## config.mk

```make
export PLATFORM = sky130hd
export DESIGN_NAME = fpu_result_scoreboard_flat
export DESIGN_NICKNAME = d
export VERILOG_FILES = /design/src/rtl/fpu_sb_pkg.sv /design/src/rtl/fpu_result_scoreboard_if.sv /design/src/rtl/fpu_sb_fifo.sv /design/src/rtl/fpu_result_scoreboard.sv /design/src/flat_wrapper.sv
export SDC_FILE = /design/constraint.sdc
export NUM_CORES = 1
export LEC_CHECK = 0
export CORE_MARGIN = 8
export CORE_UTILIZATION = 54
export DETAILED_ROUTE_END_ITERATION = 10
export PLACE_DENSITY = 0.74
export SLEW_MARGIN = 20
export SYNTH_ARGS = -nofsm -noshare
export SYNTH_HDL_FRONTEND = slang
export SYNTH_SLANG_ARGS = --single-unit
```

## constraint.sdc

```tcl
create_clock -name CLK -period 11.2 [get_ports CLK]
set_clock_uncertainty 0.05 [all_clocks]
set_input_delay 1.12 -clock CLK [delete_from_list [all_inputs] [get_ports CLK]]
set_output_delay 1.12 -clock CLK [all_outputs]
set_load 0.03 [all_outputs]
```

## src/rtl/fpu_sb_pkg.sv

```systemverilog
// Shared types and helpers for the FPU result scoreboard: result class encoding,
// exponent/mantissa field widths per operand width, and NaN detection.
package fpu_sb_pkg;

  typedef enum logic [1:0] {
    CLS_NONE     = 2'd0,
    CLS_MATCH    = 2'd1,
    CLS_ROUND    = 2'd2,
    CLS_MISMATCH = 2'd3
  } last_class_e;

  function automatic int exp_width(input int width);
    return (width == 64) ? 11 : 8;
  endfunction

  function automatic int man_width(input int width);
    return width - 1 - exp_width(width);
  endfunction

  // Operand is passed zero-extended to 64 bits so one function serves both formats.
  function automatic logic is_nan(input logic [63:0] v, input int width);
    logic exp_ones;
    logic man_nz;
    exp_ones = 1'b1;
    man_nz   = 1'b0;
    for (int i = 0; i < 64; i++) begin
      if (i < man_width(width)) man_nz = man_nz | v[i];
      else if (i < width - 1)   exp_ones = exp_ones & v[i];
    end
    return exp_ones && man_nz;
  endfunction

endpackage

```

## src/rtl/fpu_result_scoreboard_if.sv

```systemverilog
// Expected-value stream and FPU result port of the result scoreboard.
interface fpu_result_scoreboard_if #(
  parameter int WIDTH = 32
);
  // exp: a word transfers on a rising edge where exp_valid && exp_ready; the
  // producer holds exp_data stable while waiting. res has no back-pressure:
  // res_data is consumed on every edge where res_valid is high.
  logic             exp_valid;
  logic             exp_ready;
  logic [WIDTH-1:0] exp_data;
  logic             res_valid;
  logic [WIDTH-1:0] res_data;

  modport master (
    output exp_valid, exp_data, res_valid, res_data,
    input  exp_ready
  );

  modport slave (
    input  exp_valid, exp_data, res_valid, res_data,
    output exp_ready
  );
endinterface

```

## src/rtl/fpu_sb_fifo.sv

```systemverilog
// Synchronous FIFO holding expected results; pointers wrap naturally and the
// occupancy is kept as a separate count.
module fpu_sb_fifo #(
  parameter int WIDTH = 32,
  parameter int DEPTH = 8
) (
  input  logic                     clk,
  input  logic                     rst,
  input  logic                     i_push,
  input  logic                     i_pop,
  input  logic [WIDTH-1:0]         i_wdata,
  output logic [WIDTH-1:0]         o_rdata,
  output logic                     o_full,
  output logic                     o_empty,
  output logic [$clog2(DEPTH):0]   o_count
);
  localparam int AW = $clog2(DEPTH);

  logic [WIDTH-1:0] r_mem [DEPTH];
  logic [AW-1:0]    r_wr_ptr;
  logic [AW-1:0]    r_rd_ptr;
  logic [AW:0]      r_count;
  logic             w_wr;
  logic             w_rd;

  assign o_full  = (r_count == (AW+1)'(DEPTH));
  assign o_empty = (r_count == '0);
  assign o_count = r_count;
  assign o_rdata = r_mem[r_rd_ptr];
  assign w_wr    = i_push && !o_full;
  assign w_rd    = i_pop && !o_empty;

  always_ff @(posedge clk or posedge rst) begin
    if (rst) begin
      r_wr_ptr <= '0;
      r_rd_ptr <= '0;
      r_count  <= '0;
    end else begin
      if (w_wr) r_wr_ptr <= r_wr_ptr + 1'b1;
      if (w_rd) r_rd_ptr <= r_rd_ptr + 1'b1;
      case ({w_wr, w_rd})
        2'b10:   r_count <= r_count + 1'b1;
        2'b01:   r_count <= r_count - 1'b1;
        default: r_count <= r_count;
      endcase
    end
  end

  // Storage is not reset; stale entries are unreachable once the pointers clear.
  always_ff @(posedge clk) begin
    if (w_wr) r_mem[r_wr_ptr] <= i_wdata;
  end

endmodule

```

## src/rtl/fpu_result_scoreboard.sv

```systemverilog
// Checks FPU results against a queue of expected values, classing each as match,
// rounding error or mismatch. Define FPU_SB_NAN_EQUIV_EN to treat any NaN pair as a match.
module fpu_result_scoreboard
  import fpu_sb_pkg::*;
#(
  parameter int WIDTH   = 32,
  parameter int DEPTH   = 8,
  parameter int ULP_TOL = 1,
  parameter int CNT_W   = 16
) (
  input  logic                     CLK,
  input  logic                     RST,
  fpu_result_scoreboard_if.slave   sb,
  output logic [CNT_W-1:0]         match_cnt,
  output logic [CNT_W-1:0]         round_cnt,
  output logic [CNT_W-1:0]         mismatch_cnt,
  output logic [CNT_W-1:0]         orphan_cnt,
  output logic [1:0]               last_class,
  output logic                     err_sticky,
  output logic [$clog2(DEPTH):0]   pending
);
  localparam int AW = $clog2(DEPTH);

  logic             w_push;
  logic             w_pop;
  logic             w_full;
  logic             w_empty;
  logic [WIDTH-1:0] w_head;
  logic [AW:0]      w_count;
  logic [WIDTH-2:0] w_diff;
  logic             w_sign_eq;
  last_class_e      w_class;

  logic [CNT_W-1:0] r_match_cnt;
  logic [CNT_W-1:0] r_round_cnt;
  logic [CNT_W-1:0] r_mismatch_cnt;
  logic [CNT_W-1:0] r_orphan_cnt;
  last_class_e      r_last_class;
  logic             r_err_sticky;

  assign sb.exp_ready = !w_full;
  assign w_push       = sb.exp_valid && !w_full;
  assign w_pop        = sb.res_valid && !w_empty;

  fpu_sb_fifo #(
    .WIDTH (WIDTH),
    .DEPTH (DEPTH)
  ) u_fifo (
    .clk     (CLK),
    .rst     (RST),
    .i_push  (w_push),
    .i_pop   (w_pop),
    .i_wdata (sb.exp_data),
    .o_rdata (w_head),
    .o_full  (w_full),
    .o_empty (w_empty),
    .o_count (w_count)
  );

  // Rounding distance ignores the sign; opposite signs are never a rounding error.
  always_comb begin
    w_sign_eq = (sb.res_data[WIDTH-1] == w_head[WIDTH-1]);
    w_diff    = (sb.res_data[WIDTH-2:0] > w_head[WIDTH-2:0])
              ? (sb.res_data[WIDTH-2:0] - w_head[WIDTH-2:0])
              : (w_head[WIDTH-2:0] - sb.res_data[WIDTH-2:0]);
    w_class   = CLS_MISMATCH;
    if (sb.res_data == w_head)
      w_class = CLS_MATCH;
    else if (w_sign_eq && (w_diff <= (WIDTH-1)'(ULP_TOL)))
      w_class = CLS_ROUND;
`ifdef FPU_SB_NAN_EQUIV_EN
    if (is_nan(64'(sb.res_data), WIDTH) && is_nan(64'(w_head), WIDTH))
      w_class = CLS_MATCH;
`endif
  end

  function automatic logic [CNT_W-1:0] sat_inc(input logic [CNT_W-1:0] c);
    return (c == '1) ? c : c + 1'b1;
  endfunction

  always_ff @(posedge CLK or posedge RST) begin
    if (RST) begin
      r_match_cnt    <= '0;
      r_round_cnt    <= '0;
      r_mismatch_cnt <= '0;
      r_orphan_cnt   <= '0;
      r_last_class   <= CLS_NONE;
      r_err_sticky   <= 1'b0;
    end else if (sb.res_valid) begin
      if (w_empty) begin
        r_orphan_cnt <= sat_inc(r_orphan_cnt);
        r_last_class <= CLS_MISMATCH;
        r_err_sticky <= 1'b1;
      end else begin
        r_last_class <= w_class;
        case (w_class)
          CLS_MATCH: r_match_cnt <= sat_inc(r_match_cnt);
          CLS_ROUND: r_round_cnt <= sat_inc(r_round_cnt);
          CLS_MISMATCH: begin
            r_mismatch_cnt <= sat_inc(r_mismatch_cnt);
            r_err_sticky   <= 1'b1;
          end
          default: ;
        endcase
      end
    end
  end

  assign match_cnt    = r_match_cnt;
  assign round_cnt    = r_round_cnt;
  assign mismatch_cnt = r_mismatch_cnt;
  assign orphan_cnt   = r_orphan_cnt;
  assign last_class   = r_last_class;
  assign err_sticky   = r_err_sticky;
  assign pending      = w_count;

endmodule

```

## src/flat_wrapper.sv

```systemverilog
// flat-port wrapper written by rule: the top's interface ports become plain ports
module fpu_result_scoreboard_flat import fpu_sb_pkg::*;
#(
  parameter int WIDTH   = 32,
  parameter int DEPTH   = 8,
  parameter int ULP_TOL = 1,
  parameter int CNT_W   = 16
)
  (CLK, RST, match_cnt, round_cnt, mismatch_cnt, orphan_cnt, last_class, err_sticky, pending, sb_exp_valid, sb_exp_data, sb_res_valid, sb_res_data, sb_exp_ready);
  fpu_result_scoreboard_if #(.WIDTH(WIDTH)) sb_i ();
  input  logic CLK;
  input  logic RST;
  output logic [CNT_W-1:0] match_cnt;
  output logic [CNT_W-1:0] round_cnt;
  output logic [CNT_W-1:0] mismatch_cnt;
  output logic [CNT_W-1:0] orphan_cnt;
  output logic [1:0] last_class;
  output logic err_sticky;
  output logic [$clog2(DEPTH):0] pending;
  input wire logic [$bits(sb_i.exp_valid)-1:0] sb_exp_valid;
  input wire logic [$bits(sb_i.exp_data)-1:0] sb_exp_data;
  input wire logic [$bits(sb_i.res_valid)-1:0] sb_res_valid;
  input wire logic [$bits(sb_i.res_data)-1:0] sb_res_data;
  output wire logic [$bits(sb_i.exp_ready)-1:0] sb_exp_ready;
  assign sb_i.exp_valid = sb_exp_valid;
  assign sb_i.exp_data = sb_exp_data;
  assign sb_i.res_valid = sb_res_valid;
  assign sb_i.res_data = sb_res_data;
  assign sb_exp_ready = sb_i.exp_ready;
  fpu_result_scoreboard #(.WIDTH(WIDTH), .DEPTH(DEPTH), .ULP_TOL(ULP_TOL), .CNT_W(CNT_W)) u_core (.CLK(CLK), .RST(RST), .sb(sb_i), .match_cnt(match_cnt), .round_cnt(round_cnt), .mismatch_cnt(mismatch_cnt), .orphan_cnt(orphan_cnt), .last_class(last_class), .err_sticky(err_sticky), .pending(pending));
endmodule
```

Word-level counts from Yosys, hierarchy flattened:

Memory sizes are Yosys's and may differ from the RTL's.
Index checks and enable logic that the tools add are counted.

* word-level logic and storage cells: 63
* input bits: 68
* RAM bits: 256
* bits in registers: 77
* memories kept: 1

Memory list
* u_core.u_fifo.r_mem: words 8, width 32, read ports 1, clocked after memory_dff 0, write ports 1, RTL line fpu_sb_fifo.sv:19 `logic [WIDTH-1:0] r_mem [DEPTH];`

* reductions and logical operators: 15
* eq/ne operators: 12
* muxes and demuxes: 9
* $lt $le $gt $ge: 2
* bitwise logic cells: 5
* add/sub/neg operators: 10

Operators with widths (count)
* adder 16 x 1 -> 16 bit, second input constant: 4
* == test 16 bit, second input constant: 4
* subtractor 31 bit: 2
* == test 32 bit: 1
* > comparator 31 bit: 1
* <= comparator 31 x 1 -> 1 bit, second input constant: 1
* two-way mux 31 bit: 1
* AND reduction 4 bit: 3
* one-hot mux 4 bit (2 select lines): 1
* adder 3 x 1 -> 3 bit, second input constant: 2
* == test 2 bit, second input constant: 3
* logical AND 1 bit: 5
* two-way mux 1 bit: 5
* NOT 1 bit: 5
* adder 4 x 1 -> 4 bit, second input constant: 1
* == test 2 x 1 -> 1 bit, second input constant: 2
* == test 4 bit, second input constant: 1
* zero test 4 bit: 1
* two-way mux 2 bit: 2
* nonzero test 2 bit: 2
* subtractor 4 x 1 -> 4 bit, second input constant: 1
* AND reduction 3 bit: 1
* zero test 1 bit: 2
* AND reduction 2 bit: 1
* == test 1 bit: 1

Depth between registers and ports, before layout:

Gate-level depths: netlist (run 1).
An unclocked memory read counts as a cell.

* word-level depth: 10
* depth in mapped cells: 21
* gate-level depth less buffers: 18

Hierarchy:

Synthesis (run 1) repeated with hierarchy kept, for this count alone.

* cells, all modules: 1358
* area total of the unflattened synthesis: 17609.4 um^2

By module, submodules not included
* fpu_sb_fifo: cells each 438, area an instance 10403.7 um^2, times used 1
* fpu_result_scoreboard: cells each 920, area an instance 7205.7 um^2, times used 1

Worst setup path before layout (run 1):

OpenSTA, ideal clock, no wires.

* path type: reg-to-reg
* start point: reg u_core.u_fifo.r_rd_ptr[0]
* end point: reg u_core.r_mismatch_cnt[1] (netlist: u_core.mismatch_cnt[1])
* cell stages (with the launch flop): 20
* setup slack: 5.866 ns
* period minus slack after synthesis: 5.334 ns
* library setup time: 0.125 ns
* arrival: 5.160 ns
* path through: dfrtp_1 > buf_1 > buf_1 > mux4_2 > mux2i_1 > inv_1 > ha_1 > buf_2 > nand4_2 > or3_4 > nor4_4 > a2bb2oi_2 > o21a_1 > buf_6 > a2111oi_0 > a211oi_1 > xor2_1 > nand3b_4 > nand2_1 > mux2_2

* word-level cells in the longest chain between the ends: 9
* elaborated cells between the ends (all ways): 13

Ends and longest elaborated chain
* from (decl): RTL line fpu_sb_fifo.sv:21 `logic [AW-1:0] r_rd_ptr;`
* from (signal assigned): RTL line fpu_sb_fifo.sv:40 `if (w_rd) r_rd_ptr <= r_rd_ptr + 1'b1;`
* memory (8 x 32 bit) *
* subtractor 31 bit (tied with other cells): RTL line fpu_result_scoreboard.sv:65 `: (w_head[WIDTH-2:0] - sb.res_data[WIDTH-2:0]);`
* two-way mux 31 bit: RTL line fpu_result_scoreboard.sv:64 `? (sb.res_data[WIDTH-2:0] - w_head[WIDTH-2:0])`
* <= comparator 31 x 1 -> 1 bit: RTL line fpu_result_scoreboard.sv:69 `else if (w_sign_eq && (w_diff <= (WIDTH-1)'(ULP_TOL)))`
* logical AND 1 bit: RTL line fpu_result_scoreboard.sv:69
* two-way mux 1 bit: RTL line fpu_result_scoreboard.sv:69
* two-way mux 2 bit *: RTL line fpu_result_scoreboard.sv:67 `if (sb.res_data == w_head)`
* == test 2 bit *: RTL line fpu_result_scoreboard.sv:96 `case (w_class)`
* AND reduction 4 bit (no source line) *
* to (signal assigned): RTL line fpu_result_scoreboard.sv:100 `r_mismatch_cnt <= sat_inc(r_mismatch_cnt);`
* to (decl): RTL line fpu_result_scoreboard.sv:36 `logic [CNT_W-1:0] r_mismatch_cnt;`

Every way passes the cells marked *; elsewhere a longest branch is shown, timed or not.
A chain may end at the register's enable or synchronous reset.

Worst setup path after layout (run 1):

* start point: reg u_core.u_fifo.r_rd_ptr[0]
* end point: reg u_core.r_round_cnt[7] (netlist: u_core.round_cnt[7])

* word-level cells in the longest chain between the ends: 9
* elaborated cells between the ends (all ways): 13

Ends and longest elaborated chain
* memory (8 x 32 bit) *
* subtractor 31 bit (tied with other cells): RTL line fpu_result_scoreboard.sv:65
* two-way mux 31 bit: RTL line fpu_result_scoreboard.sv:64
* <= comparator 31 x 1 -> 1 bit: RTL line fpu_result_scoreboard.sv:69
* logical AND 1 bit: RTL line fpu_result_scoreboard.sv:69
* two-way mux 1 bit: RTL line fpu_result_scoreboard.sv:69
* two-way mux 2 bit *: RTL line fpu_result_scoreboard.sv:67
* == test 2 bit *: RTL line fpu_result_scoreboard.sv:96
* AND reduction 4 bit (no source line) *
* to (signal assigned): RTL line fpu_result_scoreboard.sv:98 `CLS_ROUND: r_round_cnt <= sat_inc(r_round_cnt);`
* to (decl): RTL line fpu_result_scoreboard.sv:35 `logic [CNT_W-1:0] r_round_cnt;`

Marks and branches as above.

==> results of run 1 <==
## sequential cells by signal, summed over array words and instances, names as in the netlist
signal / count
u_core.match_cnt: 16
u_core.last_class: 2
u_core.u_fifo.r_mem: 256
u_core.err_sticky: 1
u_core.u_fifo.r_rd_ptr: 3
u_core.u_fifo.r_wr_ptr: 3
u_core.orphan_cnt: 16
u_core.mismatch_cnt: 16
u_core.round_cnt: 16
u_core.u_fifo.o_count: 4
## power by group through the flow
| stage | Clock (mW) | Sequential, mW | Combinational (mW) |
|---|---|---|---|
| 2_1_floorplan | 0 | 1.64 | 2.17 |
| 3_3_place_gp | 0 | 1.63 | 2.93 |
| 3_5_place_dp | 0 | 1.64 | 2.94 |
| 4_1_cts | 1.20 | 1.62 | 2.95 |
| 5_1_grt | 1.24 | 1.63 | 3.24 |
| 6_report | 1.17 | 1.61 | 2.99 |
## layer usage
| metal | GRT usage (%) | wire length [µm] |
|---|---|---|
| met1 | 29.5 | 17500 |
| met2 | 37.1 | 19800 |
| met3 | 3.78 | 2750 |
| met4 | 6.92 | 1150 |
| met5 | 0 | 0 |
## stage by stage
step / setup slack [ps] / util [%]
2_1_floorplan: 5870 / -
3_3_place_gp: 4300 / 60.0
3_5_place_dp: 4290 / 60.0
4_1_cts: 4270 / 63.8
5_1_grt: 3790 / 63.8
6_report: 4280 / 63.8
## area by class of cell
cell class	instances	area share (%)
clock inverter	15	0.710
inverter	83	1.57
sequential	333	48.3
clock buffer	49	5.23
timing repair buffer	151	7.43
tap	402	2.52
multi-input combinational	809	34.2
## kinds of logic (layout without fill, tap and decap cells)
kind of cell / after synthesis / after routing
flip-flops: 333 / 333
AND/OR/NAND/NOR: 295 / 295
AO/OA/AOI/OAI: 222 / 222
buffers and inverters: 136 / 298
multiplexers: 112 / 112
XOR/XNOR: 106 / 106
adder cells (fa/ha/maj): 74 / 74
## Yosys cell counts (4+ instances only)
| master | instances | area share (%) |
|---|---|---|
| a211oi_1 | 7 | 0.31 |
| a21o_1 | 9 | 0.40 |
| a21oi_1 | 74 | 2.2 |
| a31oi_1 | 9 | 0.33 |
| and2_1 | 5 | 0.18 |
| and3_1 | 23 | 0.85 |
| and4_1 | 9 | 0.47 |
| buf_1 | 10 | 0.22 |
| buf_2 | 15 | 0.44 |
| clkbuf_1 | 23 | 0.51 |
| dfrtp_1 | 77 | 11 |
| edfxtp_1 | 256 | 45 |
| ha_1 | 71 | 5.2 |
| inv_1 | 83 | 1.8 |
| mux2_2 | 6 | 0.40 |
| mux2i_1 | 42 | 2.5 |
| mux4_2 | 64 | 8.5 |
| nand2_1 | 80 | 1.8 |
| nand2b_1 | 6 | 0.22 |
| nand3_1 | 38 | 1.1 |
| nand4_1 | 33 | 1.2 |
| nor2_1 | 52 | 1.2 |
| nor2_2 | 6 | 0.22 |
| nor2b_1 | 4 | 0.15 |
| nor3_1 | 16 | 0.47 |
| nor4_1 | 8 | 0.30 |
| o211ai_1 | 5 | 0.22 |
| o21a_1 | 13 | 0.58 |
| o21ai_0 | 51 | 1.5 |
| o21bai_1 | 6 | 0.27 |
| o22a_1 | 4 | 0.21 |
| o31ai_1 | 8 | 0.35 |
| xnor2_1 | 58 | 3.0 |
| xor2_1 | 48 | 2.5 |
## path summary, 6_finish.rpt
path                                      startpoint                         to  slack [ps]
setup / recovery           u_core.u_fifo.r_rd_ptr[0]        u_core.round_cnt[7]        4280
hold / removal                  u_core.match_cnt[10]       u_core.match_cnt[10]         430
setup reg to reg           u_core.u_fifo.r_rd_ptr[0]        u_core.round_cnt[7]        4280
hold reg to reg                 u_core.match_cnt[10]       u_core.match_cnt[10]         430
max in group asynchronous                        RST  u_core.u_fifo.r_rd_ptr[0]        9220
min in group asynchronous                        RST        u_core.round_cnt[6]        1180
==> flow_summary.json, run 1 <==
{
  "status": "finished clean",
  "finalSetupViolations": 0,
  "fillCellCount": 2342,
  "cp.depth": 17,
  "postRouteAntennaNets": 0,
  "maxSlewHeadroom_pct": 22.8,
  "hold_viol": 0,
  "tns_ps": 0,
  "vias": 11200,
  "antenna_cells": 0,
  "static-leakage-power_nw": 7.65,
  "switchingPower_mw": 2.42,
  "cts_setup_buffers": 0,
  "drtIter0Drc": 901,
  "cp.arrival_ps": 7310,
  "synth_top_family_by_area": "multiplexers",
  "ff2ff_path_depth": 17,
  "syn-num-nets": 1420,
  "worstPathMaxFanout": 47,
  "overflow": 0,
  "seq_area_frac_synth_pct": 56.7,
  "synth_area_um2": 16900,
  "wl_mm": 41.1,
  "hpwl_mm": 28.1,
  "htreeDepth": 2,
  "gp_congestion": 0.923,
  "rows": 65,
  "grt_pass1_vias": 11200,
  "dieArea_um2": 37300,
  "avgRoutedWirePerCell_um": 22.3,
  "finalCritPeriodShare_pct": 61.8,
  "yosys.area_share.xor_xnor_pct": 5.48,
  "final_layout_size_suffix_gt1_share_pct": 11.7,
  "post_cts_resized": 0,
  "ys_dominant_reg_cell": "edfxtp_1",
  "cp_cell_sequence": "buf_4, mux4_2, mux2i_1, inv_1, ha_1, nand2_1, o21ai_0, a311o_1, a2bb2oi_2, o21a_1, nor2_1, a2111oi_0, a211oi_1, xor2_1, nand4b_4, nor4_2, xor2_1",
  "internal_power_mw": 3.36,
  "syn_area_per_cell_um2": 13.3,
  "first_pass_iters": 5,
  "postLayoutCellArea_um2": 19900,
  "min_path_cells": 1,
  "num_io_pins": 140,
  "seq_area_um2": 9620,
  "cp-start-kind": "register",
  "multi_input_area_um2": 6820,
  "final_cell_count_no_fill": 1842,
  "hold_ws_ps": 432,
  "syn_inst": 1278,
  "cp_common_cell": "xor2_1",
  "async_flop_share_pct": 23.1,
  "slew_viol_final": 0,
  "layout_commonest_cell": "edfxtp_1",
  "clockBufferDepth": 3,
  "pwr-share-clk_pct": 20.3,
  "slowest_delay_ps": 810,
  "crit_family": "compound AO/OA/AOI/OAI gates",
  "yosys.area_share.simple_pct": 9.18,
  "hold_class": "register to register",
  "rsz0062_at_grt": "false",
  "area_delta_synth_final_pct": 17.6,
  "final_nets": 1556,
  "dp_cells": 1778,
  "vdd_drop_max_mv": 0.153,
  "cts_root_buf": "clkbuf_16",
  "power.density_nw_per_um2": 290,
  "required_ps": 11590,
  "clock_sinks": 333,
  "clk_pin_slew_ps": 60,
  "synth_seq_cells": 333,
  "antenna_found_initial": 0,
  "tightest_slew_ps": 1150,
  "p_comb_share_pct": 51.8,
  "synth_mux_area_share_pct": 11.4,
  "cp-end-kind": "register",
  "drc": 0,
  "yosys_warnings": 0,
  "fin_total_pwr_mw": 5.78,
  "fmax_mhz": 145,
  "layout_common_cells": "edfxtp_1, clkdlybuf4s50_1, inv_1, nand2_1",
  "via_per_inst": 6.07,
  "start_util_pct": 54.3,
  "p_seq_share_pct": 27.9,
  "synth_edf_count": 256,
  "die_y_um": 193,
  "ys_types": 73,
  "drv_cap": 0,
  "cp_slowest_cell": "buf_4",
  "grt_pass1_wl_mm": 63.9,
  "cts-buffers-inserted": 36,
  "core_area_um2": 31200,
  "criticalPathCategory": "register to register",
  "grt_start_max_net_pins": 78,
  "placed_cell_area_um2": 18700,
  "path_buf_inv": 2,
  "grt_usage_pct": 22.2,
  "synth-compound-area-share_pct": 8.33,
  "dieWidth_um": 193,
  "io_buffers": 139,
  "p_sw_share_pct": 41.9,
  "cts_tree": "yes",
  "cts_hold_buf": 0,
  "period_minus_slack_ps": 6920,
  "clkLatencyLatePin_ps": 530,
  "synthAdderAreaFrac_pct": 5.60
}
Power figures use the tool's default switching activity.
==> run 2, diff against run 1 <==
==> constraint.sdc (replaced) <==
create_clock -name CLK -period 6.5 [get_ports CLK]
set_clock_uncertainty 0.05 [all_clocks]
set_input_delay 0.65 -clock CLK [delete_from_list [all_inputs] [get_ports CLK]]
set_output_delay 0.65 -clock CLK [all_outputs]
set_load 0.03 [all_outputs]
==> flow_summary.json, run 2 (synthesis gave the netlist of run 1 again) <==
{
  "fmax_mhz": 167,
  "wl_mm": 41.6,
  "required_ps": 6850,
  "io_buffers": 139,
  "period_minus_slack_ps": 5970,
  "cts_tree": "yes",
  "postRouteAntennaNets": 0,
  "wl_met2_mm": 20.1,
  "status": "finished clean",
  "clkLatencyLatePin_ps": 520,
  "tightest_slew_ps": 1100,
  "slew_viol_final": 0,
  "largest-register": "u_core.u_fifo.r_mem",
  "place_ws_ps": 402,
  "final_nets": 1575,
  "seq_area_um2": 9620,
  "rows": 65,
  "route.met3.wl_mm": 2.68,
  "cts-buffers-inserted": 36,
  "antenna_found_initial": 1,
  "grt_pass1_vias": 11300,
  "start_util_pct": 54.3,
  "top_layer": "met4",
  "p_comb_share_pct": 52.4,
  "grt_start_max_net_pins": 78,
  "p_seq_share_pct": 27.5,
  "maxSlewHeadroom_pct": 26.6,
  "clk_pin_slew_ps": 60,
  "p_sw_share_pct": 41.6,
  "dieWidth_um": 193,
  "worstPathMaxFanout": 23,
  "overflow": 0,
  "hold_viol": 0,
  "die_y_um": 193,
  "largest_reg_flops": 256,
  "hpwl_mm": 29.0,
  "drtIter0Drc": 849,
  "cts_setup_buffers": 0,
  "cts_root_buf": "clkbuf_16",
  "worst_slack_ps": 529,
  "grt_pass1_wl_mm": 64.1,
  "gp_congestion": 1.01,
  "core_area_um2": 31200,
  "static-leakage-power_nw": 7.76,
  "final_layout_size_suffix_gt1_share_pct": 12.8,
  "criticalPathCategory": "register to register",
  "finalCritPeriodShare_pct": 91.9,
  "area_delta_synth_final_pct": 18.8,
  "rsz0062_at_grt": "false",
  "drc": 0,
  "dp_cells": 1797,
  "cp-start-kind": "register",
  "clock_sinks": 333,
  "finalSetupViolations": 0,
  "layout_common_cells": "edfxtp_1, clkdlybuf4s50_1, inv_1, nand2_1",
  "fin_total_pwr_mw": 10.2,
  "tns_ps": 0,
  "via_per_inst": 6.01,
  "ff2ff_path_depth": 17,
  "fillCellCount": 2329,
  "htreeDepth": 2,
  "dieArea_um2": 37300,
  "vdd_drop_max_mv": 0.256,
  "post_cts_resized": 0,
  "first_pass_iters": 8,
  "cp.arrival_ps": 6320,
  "clockBufferDepth": 3,
  "cp-end-kind": "register",
  "switchingPower_mw": 4.23,
  "pwr-share-clk_pct": 20.1,
  "drv_cap": 0,
  "cts_hold_buf": 0,
  "internal_power_mw": 5.95,
  "grt_usage_pct": 22.4,
  "min_path_cells": 2,
  "final_cell_count_no_fill": 1862,
  "hold_class": "register to register",
  "avgRoutedWirePerCell_um": 22.3,
  "hold_ws_ps": 431,
  "num_io_pins": 140,
  "multi_input_area_um2": 6830,
  "vias": 11200,
  "layout_commonest_cell": "edfxtp_1",
  "wl_met1_mm": 17.8,
  "power.density_nw_per_um2": 506
}
## run 2: cell count changes in the layout (fill, tap and decap cells not counted)
cell       change
o21a_1         -1
clkbuf_1       +1
buf_4         +15
clkbuf_8       -4
bufinv_16      +2
clkinv_2       +1
diode_2        +1
buf_12         +4
o21a_2         +1
## run 2: path summary, 6_finish.rpt
check	from	endpoint	slack, ps
min reg2reg	u_core.err_sticky	u_core.err_sticky	430
max reg2reg	u_core.u_fifo.r_rd_ptr[0]	u_core.mismatch_cnt[1]	530
min in group asynchronous	RST	u_core.mismatch_cnt[5]	710
max in group asynchronous	RST	u_core.u_fifo.r_rd_ptr[0]	4950
max	u_core.u_fifo.r_rd_ptr[0]	u_core.mismatch_cnt[1]	530
min	u_core.err_sticky	u_core.err_sticky	430
## run 2: cell type report
class,count,share of cell area (%)
Tap cell,402,2.50
Antenna cell,1,0.0124
Sequential cell,333,47.8
Multi-Input combinational cell,809,33.9
Clock inverter,18,1.03
Inverter,83,1.55
Clock buffer,46,4.92
Timing Repair Buffer,170,8.31
## run 2: worst max-delay path, cell delays in order (launching register included)
cell and delay, ps:
dfrtp_4 700, buf_12 270, mux4_2 530, mux2i_1 240, inv_1 80, ha_1 420, nand2_1 210, o21ai_0 270
a311o_1 380, a2bb2oi_2 300, o21a_2 400, nor2_1 130, a2111oi_0 390, a211oi_1 100, xor2_1 530, nand3b_4 280
nand2_1 180, mux2_2 340
## run 2: metal layers
layer	GRT usage, %	vias up
li1	-	5134
met1	29.8	5583
met2	37.5	408
met3	3.74	69
met4	6.54	0
met5	0	-
## run 2: per-stage QoR
stage          util, %  instance area, µm²
6_report          64.5               20100
2_1_floorplan        -               16900
4_1_cts           64.5               20100
5_1_grt           64.5               20100
3_3_place_gp      60.6               18900
3_5_place_dp      60.6               18900
## run 2: power groups by stage
stage                     clock network (mW)  logic, mW  registers, mW
after global placement                     0       5.25           2.83
after floorplan                            0       3.74           2.83
after global routing                    2.16       5.78           2.83
after detailed placement                   0       5.23           2.85
final                                   2.05       5.33           2.80
after CTS                               2.08       5.26           2.81
==> run 3, diff against run 2 <==
--- a/config.mk
+++ b/config.mk
@@ -5,7 +5,7 @@
 export SDC_FILE = /design/constraint.sdc
 export NUM_CORES = 1
 export LEC_CHECK = 0
-export CORE_MARGIN = 8
+export CAP_MARGIN = 10
 export CORE_UTILIZATION = 54
 export DETAILED_ROUTE_END_ITERATION = 10
 export PLACE_DENSITY = 0.74
==> flow_summary.json, run 3 (synthesis gave the netlist of run 1 again) <==
{
  "cp-start-kind": "register",
  "fillCellCount": 2340,
  "tns_ps": 0,
  "clockBufferDepth": 3,
  "tightest_slew_ps": 995,
  "hold_viol": 0,
  "use_met2_pct": 42.2,
  "drtIter0Drc": 761,
  "static-leakage-power_nw": 7.67,
  "clk_pin_slew_ps": 60,
  "clock_sinks": 333,
  "largest-register": "u_core.u_fifo.r_mem",
  "cp_slowest_cell": "dfrtp_4",
  "layout_common_cells": "edfxtp_1, clkdlybuf4s50_1, inv_1, nand2_1",
  "rsz0062_at_grt": "false",
  "final_layout_size_suffix_gt1_share_pct": 12.1,
  "failed_checks": "design-rule violations",
  "antenna_cells": 0,
  "p_seq_share_pct": 28.5,
  "largest_reg_flops": 256,
  "switchingPower_mw": 4.10,
  "maxSlewHeadroom_pct": 33.4,
  "cp.arrival_ps": 6430,
  "wl_mm": 39.1,
  "via_per_inst": 6.02,
  "required_ps": 6870,
  "htreeDepth": 2,
  "cts_root_buf": "clkbuf_16",
  "avgRoutedWirePerCell_um": 21.2,
  "worstHoldStart": "u_core.match_cnt[10]",
  "grt_use_met1_pct": 34.2,
  "vias": 11100,
  "grt_pass1_vias": 10900,
  "clkLatencyLatePin_ps": 510,
  "cts-buffers-inserted": 35,
  "hpwl_mm": 26.8,
  "layout_commonest_cell": "edfxtp_1",
  "cts_tree": "yes",
  "worstPathMaxFanout": 16,
  "min_path_cells": 1,
  "grt_usage_pct": 25.1,
  "drv_cap": 0,
  "grt_pass1_wl_mm": 60.8,
  "slew_viol_final": 0,
  "first_pass_iters": 8,
  "dieArea_um2": 32100,
  "vdd_drop_max_mv": 0.286,
  "die_y_um": 179,
  "status": "finished, violations left",
  "rrSetupSlack_ps": 450,
  "postLayoutCellArea_um2": 19900,
  "hold_ws_ps": 440,
  "reg2reg_to": "u_core.round_cnt[7]",
  "num_io_pins": 140,
  "postRouteAntennaNets": 0,
  "post_cts_resized": 0,
  "fmax_mhz": 165,
  "dieWidth_um": 179,
  "cp_cell_sequence": "buf_4, mux4_2, mux2i_1, inv_1, ha_1, and4_1, nand3_1, nor4_4, a2bb2oi_2, o21a_1, o32ai_1, xor2_1, nand4_1, nor4_4, nand4b_4, nor4_2, xor2_1",
  "cts_hold_buf": 0,
  "grt_start_max_net_pins": 78,
  "rr_startpoint": "u_core.u_fifo.r_rd_ptr[0]",
  "busiest_layer": "met2",
  "antenna_found_initial": 0,
  "io_buffers": 139,
  "cts_setup_buffers": 0,
  "period_minus_slack_ps": 6050,
  "whs_endpoint": "u_core.match_cnt[10]",
  "placed_cell_area_um2": 18900,
  "criticalPathCategory": "register to register",
  "fin_util_pct": 64.8,
  "rows": 64,
  "finalSetupViolations": 0,
  "pwr-share-clk_pct": 18.4,
  "gp_congestion": 0.968,
  "fin_total_pwr_mw": 9.85,
  "start_util_pct": 55.1,
  "overflow": 0,
  "final_nets": 1572,
  "hold_class": "register to register",
  "core_area_um2": 30700,
  "cp-end-kind": "register",
  "p_sw_share_pct": 41.6,
  "p_comb_share_pct": 53.1,
  "internal_power_mw": 5.75,
  "ff2ff_path_depth": 17,
  "slowest_delay_ps": 620,
  "power.density_nw_per_um2": 495,
  "area_delta_synth_final_pct": 17.6,
  "finalCritPeriodShare_pct": 93.1,
  "grt.met3_usage_pct": 3.35,
  "drc": 28
}
==> run 3: worst max-delay path by stage <==
stage,from,end,cells after the start
after floorplan,u_core.u_fifo.r_rd_ptr[0],u_core.mismatch_cnt[1],19
after global placement,u_core.u_fifo.r_rd_ptr[0],u_core.round_cnt[7],17
after detailed placement,u_core.u_fifo.r_rd_ptr[0],u_core.round_cnt[7],17
after CTS,u_core.u_fifo.r_rd_ptr[0],u_core.round_cnt[7],17
after global routing,u_core.u_fifo.r_rd_ptr[0],u_core.round_cnt[7],18
final,u_core.u_fifo.r_rd_ptr[0],u_core.round_cnt[7],17
==> run 3: critical path: cells and delay by family (launching register included) <==
| family | cells | cell delay [ps] |
|---|---|---|
| simple gates | 7 | 2200 |
| compound gates | 3 | 890 |
| mux | 2 | 780 |
| flops | 1 | 620 |
| fa+ha+maj | 1 | 550 |
| buf+inv | 2 | 470 |
| xor+xnor | 2 | 380 |
==> run 3: area by class of cell <==
class | count | area (µm²) | area share, %
flip-flops and latches | 333 | 9620 | 48.3
multi-input cells | 809 | 6820 | 34.2
repair buffers | 168 | 1650 | 8.26
clock buffers | 44 | 930 | 4.67
well taps | 396 | 495 | 2.49
inverters | 83 | 313 | 1.57
clock inverters | 15 | 98.8 | 0.496
==> run 3: metal layers <==
layer  share of wire, %  vias to the layer above
met5                  0                        -
met2                 49                      395
met1                 43                     5543
met4                2.1                        0
met3                6.0                       59
li1                   -                     5122
==> run 3: stage by stage <==
stage | instances | setup WS, ps
floorplan | 1278 | 1170
global placement | 1789 | 473
detailed placement | 1789 | 463
CTS | 1848 | 436
global route | 1848 | 24.4
finish | 1848 | 447
==> run 3: power groups by stage <==
stage               clock network, mW  logic [mW]  registers [mW]
CTS                              1.86        5.19            2.81
global placement                    0        5.15            2.83
global route                     1.94        5.70            2.83
floorplan                           0        3.74            2.83
detailed placement                  0        5.16            2.85
finish                           1.82        5.23            2.80
